[config.mk]
export PLATFORM = sky130hd
export DESIGN_NAME = frame_header_parser
export DESIGN_NICKNAME = d
export VERILOG_FILES = /design/src/rtl/prores_pkg.sv /design/src/rtl/frame_header_parser.sv
export SDC_FILE = /design/constraint.sdc
export NUM_CORES = 1
export LEC_CHECK = 0
export ABC_AREA = 1
export CAP_MARGIN = 20
export CORE_ASPECT_RATIO = 0.5
export CORE_MARGIN = 1
export CORE_UTILIZATION = 66
export CTS_BUF_LIST = sky130_fd_sc_hd__clkbuf_8
export CTS_CLUSTER_DIAMETER = 120
export DETAILED_ROUTE_END_ITERATION = 8
export DONT_BUFFER_PORTS = 1
export GPL_TIMING_DRIVEN = 0
export MAX_ROUTING_LAYER = met4
export PLACE_DENSITY = 0.82
export SYNTH_ARGS = -nofsm -noshare
export SYNTH_HDL_FRONTEND = slang
export SYNTH_SLANG_ARGS = --single-unit
[constraint.sdc]
create_clock -name clock -period 1.82 [get_ports clock]
set_input_delay 0.364 -clock clock [delete_from_list [all_inputs] [get_ports clock]]
set_output_delay 0.364 -clock clock [all_outputs]
set_load 0.005 [all_outputs]
[src/rtl/prores_pkg.sv]
// prores_pkg -- shared constants and types for the ProRes frame header parser.
//   ICPF_SIG        : frame signature expected in header bytes 4..7
//   FIXED_LEN       : number of bytes in the fixed part of the header
//   QMAT_LEN        : number of bytes in one quantisation matrix
//   state_e / err_e : parser state and error cause encodings
//   exp_hdr_size()  : header size implied by the two matrix load flags
package prores_pkg;

  localparam logic [31:0] ICPF_SIG  = 32'h69637066;
  localparam int          FIXED_LEN = 28;
  localparam int          QMAT_LEN  = 64;

  typedef enum logic [2:0] {
    ST_IDLE   = 3'd0,
    ST_FIXED  = 3'd1,
    ST_LUMA   = 3'd2,
    ST_CHROMA = 3'd3,
    ST_DONE   = 3'd4,
    ST_ERROR  = 3'd5
  } state_e;

  typedef enum logic [1:0] {
    ERR_NONE     = 2'd0,
    ERR_BAD_SIG  = 2'd1,
    ERR_BAD_SIZE = 2'd2
  } err_e;

  // 20 fixed bytes after frame_size/signature, plus 64 per loaded matrix.
  function automatic logic [15:0] exp_hdr_size(input logic ll, input logic lc);
    return 16'd20 + (ll ? 16'd64 : 16'd0) + (lc ? 16'd64 : 16'd0);
  endfunction

endpackage

[src/rtl/frame_header_parser.sv]
// frame_header_parser -- byte-serial ProRes frame header parser.
// A start pulse arms the parser; it then consumes the 28-byte fixed header,
// optionally the 64-byte luma and chroma quantisation matrices, and pulses
// header_valid, or latches a sticky error (bad signature / bad header size).
// Ports:
//   clock, reset_n          : clock, asynchronous active-low reset
//   start                   : one-cycle arm pulse (restarts from any state)
//   in_valid/in_data/in_ready : byte stream handshake
//   frame_size .. matrix_coefficients : decoded header fields
//   qmat_we/sel/addr/data   : matrix byte write port (sel 0 luma, 1 chroma)
//   header_valid            : one-cycle pulse on successful parse
//   header_error/error_code : sticky error flag and cause
// Build option: FRAME_HEADER_PARSER_QMAT_EN enables the qmat write port;
// when undefined the matrix bytes are consumed and dropped, port tied to 0.
module frame_header_parser
  import prores_pkg::*;
(
  input  logic        clock,
  input  logic        reset_n,
  input  logic        start,
  input  logic        in_valid,
  input  logic [7:0]  in_data,
  output logic        in_ready,
  output logic [31:0] frame_size,
  output logic [15:0] horizontal,
  output logic [15:0] vertical,
  output logic [1:0]  chroma_format,
  output logic [1:0]  interlace_mode,
  output logic [3:0]  aspect_ratio_information,
  output logic [3:0]  frame_rate_code,
  output logic [3:0]  alpha_channel_type,
  output logic [7:0]  color_primaries,
  output logic [7:0]  transfer_characteristic,
  output logic [7:0]  matrix_coefficients,
  output logic        qmat_we,
  output logic        qmat_sel,
  output logic [5:0]  qmat_addr,
  output logic [7:0]  qmat_data,
  output logic        header_valid,
  output logic        header_error,
  output logic [1:0]  error_code
);

  state_e      state;
  err_e        err_q;
  logic [6:0]  byte_cnt;
  logic [23:0] sh;          // previous three consumed bytes, newest in [7:0]
  logic [15:0] hdr_size;
  logic        load_luma;
  logic        load_chroma;
  logic        accept;
  logic [31:0] word;        // 4-byte field ending with the current byte
  logic [15:0] half;        // 2-byte field ending with the current byte

  assign in_ready = ((state == ST_FIXED) || (state == ST_LUMA) ||
                     (state == ST_CHROMA)) && !start;
  assign accept   = in_valid && in_ready;
  assign word     = {sh, in_data};
  assign half     = {sh[7:0], in_data};
  assign error_code = err_q;

  always_ff @(posedge clock or negedge reset_n) begin
    if (!reset_n) begin
      state                    <= ST_IDLE;
      err_q                    <= ERR_NONE;
      byte_cnt                 <= '0;
      sh                       <= '0;
      hdr_size                 <= '0;
      load_luma                <= 1'b0;
      load_chroma              <= 1'b0;
      frame_size               <= '0;
      horizontal               <= '0;
      vertical                 <= '0;
      chroma_format            <= '0;
      interlace_mode           <= '0;
      aspect_ratio_information <= '0;
      frame_rate_code          <= '0;
      alpha_channel_type       <= '0;
      color_primaries          <= '0;
      transfer_characteristic  <= '0;
      matrix_coefficients      <= '0;
      header_valid             <= 1'b0;
      header_error             <= 1'b0;
    end else begin
      header_valid <= 1'b0;
      if (start) begin
        state        <= ST_FIXED;
        byte_cnt     <= '0;
        header_error <= 1'b0;
        err_q        <= ERR_NONE;
      end else if (accept) begin
        sh       <= {sh[15:0], in_data};
        byte_cnt <= byte_cnt + 7'd1;
        case (state)
          ST_FIXED: begin
            case (byte_cnt)
              7'd3:  frame_size <= word;
              7'd7: begin
                if (word != ICPF_SIG) begin
                  state        <= ST_ERROR;
                  header_error <= 1'b1;
                  err_q        <= ERR_BAD_SIG;
                end
              end
              7'd9:  hdr_size   <= half;
              7'd17: horizontal <= half;
              7'd19: vertical   <= half;
              7'd20: begin
                chroma_format  <= in_data[7:6];
                interlace_mode <= in_data[3:2];
              end
              7'd21: begin
                aspect_ratio_information <= in_data[7:4];
                frame_rate_code          <= in_data[3:0];
              end
              7'd22: color_primaries         <= in_data;
              7'd23: transfer_characteristic <= in_data;
              7'd24: matrix_coefficients     <= in_data;
              7'd25: alpha_channel_type      <= in_data[3:0];
              7'(FIXED_LEN - 1): begin
                load_luma   <= in_data[1];
                load_chroma <= in_data[0];
                byte_cnt    <= '0;
                if (hdr_size != exp_hdr_size(in_data[1], in_data[0])) begin
                  state        <= ST_ERROR;
                  header_error <= 1'b1;
                  err_q        <= ERR_BAD_SIZE;
                end else if (in_data[1]) begin
                  state <= ST_LUMA;
                end else if (in_data[0]) begin
                  state <= ST_CHROMA;
                end else begin
                  state        <= ST_DONE;
                  header_valid <= 1'b1;
                end
              end
              default: ;
            endcase
          end
          ST_LUMA: begin
            if (byte_cnt == 7'(QMAT_LEN - 1)) begin
              byte_cnt <= '0;
              if (load_chroma) begin
                state <= ST_CHROMA;
              end else begin
                state        <= ST_DONE;
                header_valid <= 1'b1;
              end
            end
          end
          ST_CHROMA: begin
            if (byte_cnt == 7'(QMAT_LEN - 1)) begin
              byte_cnt     <= '0;
              state        <= ST_DONE;
              header_valid <= 1'b1;
            end
          end
          default: ;
        endcase
      end
    end
  end

`ifdef FRAME_HEADER_PARSER_QMAT_EN
  // Matrix bytes are forwarded one cycle after acceptance; sel/addr/data
  // hold their last value between writes.
  logic qmat_hit;
  assign qmat_hit = accept && ((state == ST_LUMA) || (state == ST_CHROMA));

  always_ff @(posedge clock or negedge reset_n) begin
    if (!reset_n) begin
      qmat_we   <= 1'b0;
      qmat_sel  <= 1'b0;
      qmat_addr <= '0;
      qmat_data <= '0;
    end else begin
      qmat_we <= qmat_hit;
      if (qmat_hit) begin
        qmat_sel  <= (state == ST_CHROMA);
        qmat_addr <= byte_cnt[5:0];
        qmat_data <= in_data;
      end
    end
  end
`else
  assign qmat_we   = 1'b0;
  assign qmat_sel  = 1'b0;
  assign qmat_addr = '0;
  assign qmat_data = '0;
`endif

endmodule

# ---- After elaboration in Yosys (flattened, before gate mapping)
# Index checks and enable logic that the tools add are counted.
dict set report totals {
  reg_bits 159
  out_inout_bits 125
}
dict set report classes {
  bitwise 1
  eq_ne 24
  addsub 3
  muxes 40
  n_reduce_logical 24
}
# cell n
set op_table {}
lappend op_table {{equality test 7 x 5 -> 1 bit (second input constant)} 9}
lappend op_table {{AND reduction 4 bit} 11}
lappend op_table {{2-to-1 mux 7 bit} 6}
lappend op_table {{!= test 32 x 31 -> 1 bit (second input constant)} 1}
lappend op_table {{2-to-1 mux 3 bit} 9}
lappend op_table {{!= test 16 x 9 -> 1 bit} 1}
lappend op_table {{2-to-1 mux 1 bit} 14}
lappend op_table {{one-hot mux 7 bit (2 select lines)} 1}
lappend op_table {{2-to-1 mux 2 bit} 5}
lappend op_table {{adder 8 x 7 -> 9 bit} 1}
lappend op_table {{one-hot mux 3 bit (3 select lines)} 1}
lappend op_table {{adder 5 x 7 -> 8 bit (first input constant)} 1}
lappend op_table {{adder 7 x 1 -> 7 bit (second input constant)} 1}
lappend op_table {{equality test 7 x 2 -> 1 bit (second input constant)} 1}
lappend op_table {{equality test 7 x 3 -> 1 bit (second input constant)} 1}
lappend op_table {{equality test 7 x 4 -> 1 bit (second input constant)} 1}
lappend op_table {{equality test 7 x 6 -> 1 bit (second input constant)} 1}
lappend op_table {{equality test 3 x 2 -> 1 bit (second input constant)} 2}
lappend op_table {{!= test 3 x 2 -> 1 bit (second input constant)} 2}
lappend op_table {{!= test 3 bit (second input constant)} 2}
lappend op_table {{one-hot mux 3 bit (2 select lines)} 1}
lappend op_table {{AND reduction 6 bit} 1}
lappend op_table {{AND reduction 5 bit} 1}
lappend op_table {{!= test 4 x 2 -> 1 bit (second input constant)} 1}
lappend op_table {{other kinds (14)} 17}

# ---- Longest topological paths before layout
dict set report logic_depth {
  depth_word 9
  mapped_depth 14
  ltp_nobuf 13
}

# ---- Worst setup path after synthesis
# No wires, ideal clock.
dict set report synth_path {
  kind {input port to flip-flop}
  startpoint {in in_data[0]}
  endpoint {reg state[2]}
  setup_slack_ns 0.039
  t_required_ns 1.702
  path_stages 12
  t_arrival_ns 1.664
  setup_time_ns 0.118
  path_buffers 1
  cell_sequence {clkbuf_1 inv_1 ha_1 nor2_1 nor2_1 nand2_1 nor2_1 nand3_1 nand2_1 nor2_1 nand3_1 nand2_1}
}
dict set report synth_via {
  elab_chain_len 8
  word_cells_on_any_way 13
}
# element line
set synth_lines {}
lappend synth_lines {{start, declared} frame_header_parser.sv:22} ;# input logic [7:0] in_data,
lappend synth_lines {{2-to-1 mux 7 bit} prores_pkg.sv:30} ;# return 16'd20 + (ll ? 16'd64 : 16'd0) + (lc ? 16'd64 : 16'd0);
lappend synth_lines {{adder 8 x 7 -> 9 bit} prores_pkg.sv:30}
lappend synth_lines {{!= test 16 x 9 -> 1 bit} frame_header_parser.sv:124} ;# if (hdr_size != exp_hdr_size(in_data[1], in_data[0])) begin
lappend synth_lines {{2-to-1 mux 3 bit} frame_header_parser.sv:124}
lappend synth_lines {{one-hot mux 3 bit (2 select lines)} frame_header_parser.sv:96} ;# case (byte_cnt)
lappend synth_lines {{one-hot mux 3 bit (3 select lines)} frame_header_parser.sv:94} ;# case (state)
lappend synth_lines {{2-to-1 mux 3 bit} frame_header_parser.sv:91} ;# end else if (accept) begin
lappend synth_lines {{2-to-1 mux 3 bit} frame_header_parser.sv:86} ;# if (start) begin
lappend synth_lines {{end signal, assigned} frame_header_parser.sv:87} ;# state <= ST_FIXED;
lappend synth_lines {{end signal, assigned} frame_header_parser.sv:100} ;# state <= ST_ERROR;
lappend synth_lines {{end signal, assigned} frame_header_parser.sv:125} ;# state <= ST_ERROR;
lappend synth_lines {{end, declared} frame_header_parser.sv:44} ;# state_e state;
# Several ways; a longest one is shown, not always the timed one. The select of a mux whose other input is x is not followed.
# A chain may end at the register's enable or synchronous reset.

# ---- Worst setup path in the final report
dict set report layout_path {
  startpoint {reg state[1]}
  endpoint {reg frame_size[11]}
}
dict set report layout_via {
  elab_chain_len 6
  word_cells_on_any_way 8
}
# element line
set layout_lines {}
lappend layout_lines {{start signal, assigned} frame_header_parser.sv:64} ;# state <= ST_IDLE;
lappend layout_lines {{start signal, assigned} frame_header_parser.sv:87}
lappend layout_lines {{start signal, assigned} frame_header_parser.sv:100}
lappend layout_lines {{equality test 3 x 1 -> 1 bit or equality test 3 x 2 -> 1 bit (tied branches)} {frame_header_parser.sv:55, frame_header_parser.sv:94}}
lappend layout_lines {{logical OR 1 bit (2 in series)} frame_header_parser.sv:55} ;# assign in_ready = ((state == ST_FIXED) || (state == ST_LUMA) ||
lappend layout_lines {{logical AND 1 bit} frame_header_parser.sv:56} ;# (state == ST_CHROMA)) && !start;
lappend layout_lines {{logical AND 1 bit} frame_header_parser.sv:57} ;# assign accept = in_valid && in_ready;
lappend layout_lines {{AND reduction 4 bit (no source line) *} -}
lappend layout_lines {{end signal, assigned} frame_header_parser.sv:97} ;# 7'd3: frame_size <= word;
lappend layout_lines {{end, declared} frame_header_parser.sv:24} ;# output logic [31:0] frame_size,
# Mark *: on every way between the ends. The rest lies on a longest branch, timed or not.

==> qor.csv <==
stage,metric,value,unit
outcome,run_status,"complete, but fails checks",
outcome,failed_checks,"negative hold slack, negative setup slack",
synth,ys_ff_latch,159,
setup_path,regToRegStartpoint,state[1],
cells_and_area,final_nets,967,
floorplanning,start_util,69.1,%
synth,synth.yosys.seq_area_share,55.5,%
place,dp_cells,1042,
pwr,switching_power,2.56,mW
setup_path,rr_worst_depth,11,
synth,yosysTopAreaCellShare,55.5,%
pwr,max-vdd-ir-drop,0.000458,V
setup_path,path_cells,inv_2 -> nand2_2 -> nor2_4 -> nor2_2 -> nor3_4 -> nand2_4 -> nor2_4 -> nand2_4 -> clkbuf_16 -> nand2_1 -> nand2_1,
setup_path,cp_top_family,simple AND/OR/NAND/NOR gates,
sta,skew,0.0187,ns
synth,synth-compound-area-share,6.68,%
run,maxCapViolCount,0,
sta,slew_viol_final,0,
setup_path,startpoint,state[1],
sta,finalCritPeriodShare,106,%
routing,drt_iter0_drc,500,
clock_tree,clock-sinks,159,
grt,grt-ovfl-total,0,
synth,synth_area_leaders,"dfrtp_1 (55%), nand2_1 (18%), inv_1 (6.7%)",
setup_path,worstSetupStartpointType,flop,
routing,dr.pass1.iters,6,
setup_path,critPathArrivalTime,2.29,ns
routing,post_drt_wl_per_cell,17.4,µm
routing,vias_per_cell,5.51,
setup_path,cp_slowest_cell,dfrtp_1,
setup_path,critPathBufInv,2,
grt,grt.total_usage,33.8,%
pwr,p_int,5.57,mW
synth,synth.largest_area_cell,dfrtp_1,
clock_tree,clk_latency,0.47,ns
floorplanning,io-pin-count,137,
worst_hold_path,min-delay-path-class,input port to asynchronous set/reset pin,
synth,yosysUniqueCellTypes,30,
cells_and_area,finalNonFillerCells,1100,
synth,synth_fa_ha_area_share,1.40,%
sta,max_clock_freq,519,MHz
floorplanning,row_count,26,
pwr,pwr-share-clk,33.9,%
setup_path,path_max_fanout,6,
clock_tree,clockRootBuffer,clkbuf_8,
synth,synth_xor_xnor_area_share,0.488,%
clock_tree,clock_path_buffers,2,
clock_tree,clk_pin_slew,0.09,ns
sta,layout_setup_ws,-0.105,ns
clock_tree,cts_tree,yes,
routing,drtAntennaViolNets,0,
sta,whs,-0.421,ns
sta,grt_setup_unrepaired,true,
pwr,finalPower,8.13,mW
synth,syn_inst,887,
floorplanning,core_area,0.0104,mm²
floorplanning,dieArea,0.0113,mm²
synth,synth_top_family_by_area,simple AND/OR/NAND/NOR gates,
pwr,p_per_area,960,mW/mm²
pwr,pwr-share-seq,52.1,%
routing,dr_total_vias,6056,
pwr,comb_power_share,14.1,%
pwr,p_leak,4.67,nW
cells_and_area,mostFrequentLayoutCells,"nand2_1 (333), dfrtp_1 (158), inv_1 (127)",
place,dp_slack,-0.652,ns
sta,worst_pin_slew,0.731,ns
cells_and_area,antenna_cells,0,
synth,ys_warn_count,0,
setup_path,critPathRequiredTime,2.18,ns
grt,antenna_found_initial,0,
sta,setup_viol,85,
routing,drcViolationCount,0,
grt,first_global_vias,5378,
clock_tree,cts-buffers-inserted,17,
sta,hold_viol,159,
place,numPortBuffers,0,
grt,grt_pass1_wl,27400,µm
sta,finalCriticalPeriod,1.93,ns
cells_and_area,final_common_cell,nand2_1,
cells_and_area,drive_gt1_share,15.9,%
place,dpl.hpwl,11800,µm
sta,max_slew_margin,51.3,%
routing,totalWireLength,19100,µm
setup_path,max_stage_delay,0.39,ns
pwr,switching_share,31.5,%
synth,synthMuxAreaShare,0,%
floorplanning,chipWidth,149,µm
synth,synth_simple_gate_area_share,25.2,%
place,gp_congestion,0.910,
cells_and_area,area_growth,18.1,%
cells_and_area,fillCellCount,629,
clock_tree,htreeDepth,4,
setup_path,r2r_setup_slack,-0.11,ns
setup_path,r2r-end,frame_size[11],
sta,setup_tns,-4.17,ns
cells_and_area,area.sequential,0.00398,mm²
setup_path,worstSetupEndpointType,flop,
synth,avgSynthCellArea,8.09,µm²
setup_path,critical_path_class,flop to flop,
cells_and_area,multiInputGateArea,0.00270,mm²
grt,grt_start_max_net_pins,160,
synth,syn-cell-area,0.00717,mm²
floorplanning,die_y,75.7,µm
[synthesized netlist by cell type (all sizes together)]
master	count
o211ai	1
xor2	4
nand3b	1
o21ai	83
o22ai	5
a21oi	1
nor3	8
nand3	28
a22oi	1
ha	8
a31oi	2
buf	35
inv	131
dfrtp	159
nand4	3
clkbuf	13
nand2	346
or2	1
nor2	56
conb	1
[power groups by stage]
| stage | Combinational, mW | Clock, mW | Sequential [mW] |
|---|---|---|---|
| floorplan | 0.665 | 0 | 4.14 |
| global placement | 0.820 | 0 | 4.27 |
| detailed placement | 0.853 | 0 | 4.28 |
| CTS | 0.906 | 2.73 | 4.21 |
| global route | 1.26 | 2.91 | 4.28 |
| finish | 1.14 | 2.75 | 4.23 |
[per-stage QoR]
| step | util (%) | instance area, µm² |
|---|---|---|
| after floorplan | - | 7230 |
| after CTS | 77.0 | 7990 |
| after global placement | 71.4 | 7410 |
| final | 81.6 | 8470 |
| after detailed placement | 71.4 | 7410 |
| after global routing | 81.6 | 8470 |
[routing by layer]
layer | share of wire (%) | routed length, µm | track usage [%]
met5 | 0 | 0 | -
met4 | 2.2 | 416 | 10.1
met3 | 11 | 2100 | 9.82
met2 | 47 | 9080 | 51.1
met1 | 39 | 7550 | 44.6
[repair_timing]
item / CTS / global route
setup endpoints to repair: 151 / 144
gates resized for setup: 45 / 115
buffers inserted: 6 / 15
hold endpoints to repair: 159 / 159
pin swaps: 7 / 9
cloned: 2 / 5
[registers in the layout, indices dropped and copies added (netlist names)]
name                      cells
alpha_channel_type            4
aspect_ratio_information      4
byte_cnt                      7
chroma_format                 2
color_primaries               8
error_code                    2
frame_rate_code               4
frame_size                   32
hdr_size                     16
header_error                  1
header_valid                  1
horizontal                   16
interlace_mode                2
load_chroma                   1
matrix_coefficients           8
sh                           24
state                         3
transfer_characteristic       8
vertical                     16
[worst max-delay path by stage]
stage / end / slack (ns) / depth (start not counted)
global placement: state[2] / -0.61 / 12
finish: frame_size[11] / -0.11 / 11
CTS: matrix_coefficients[6] / -0.05 / 6
global route: frame_size[2] / -0.20 / 11
detailed placement: state[2] / -0.65 / 12
floorplan: state[2] / 0.04 / 12
[final cells by class]
| class | count | area share, % |
|---|---|---|
| repair buffers | 28 | 3.59 |
| inverters | 131 | 5.89 |
| flip-flops and latches | 159 | 47.0 |
| well taps | 140 | 2.07 |
| multi-input cells | 564 | 31.9 |
| plain buffers | 46 | 4.70 |
| clock inverters | 13 | 1.79 |
| clock buffers | 19 | 3.09 |
[worst reg2reg max path, cell delays in order, from the launching register on]
cell	delay, ns
dfrtp_1	0.39
inv_2	0.09
nand2_2	0.06
nor2_4	0.10
nor2_2	0.07
nor3_4	0.28
nand2_4	0.18
nor2_4	0.21
nand2_4	0.16
clkbuf_16	0.20
nand2_1	0.06
nand2_1	0.05
[kinds of logic (layout without fill, tap and decap cells)]
kind of cell	after synthesis	count (layout)
fa+ha+maj	8	8
flops	159	159
xor+xnor	4	4
simple gates	443	443
compound gates	93	93
other cells	1	16
buf+inv	179	237
No activity file was read; power rests on OpenSTA's default activity.
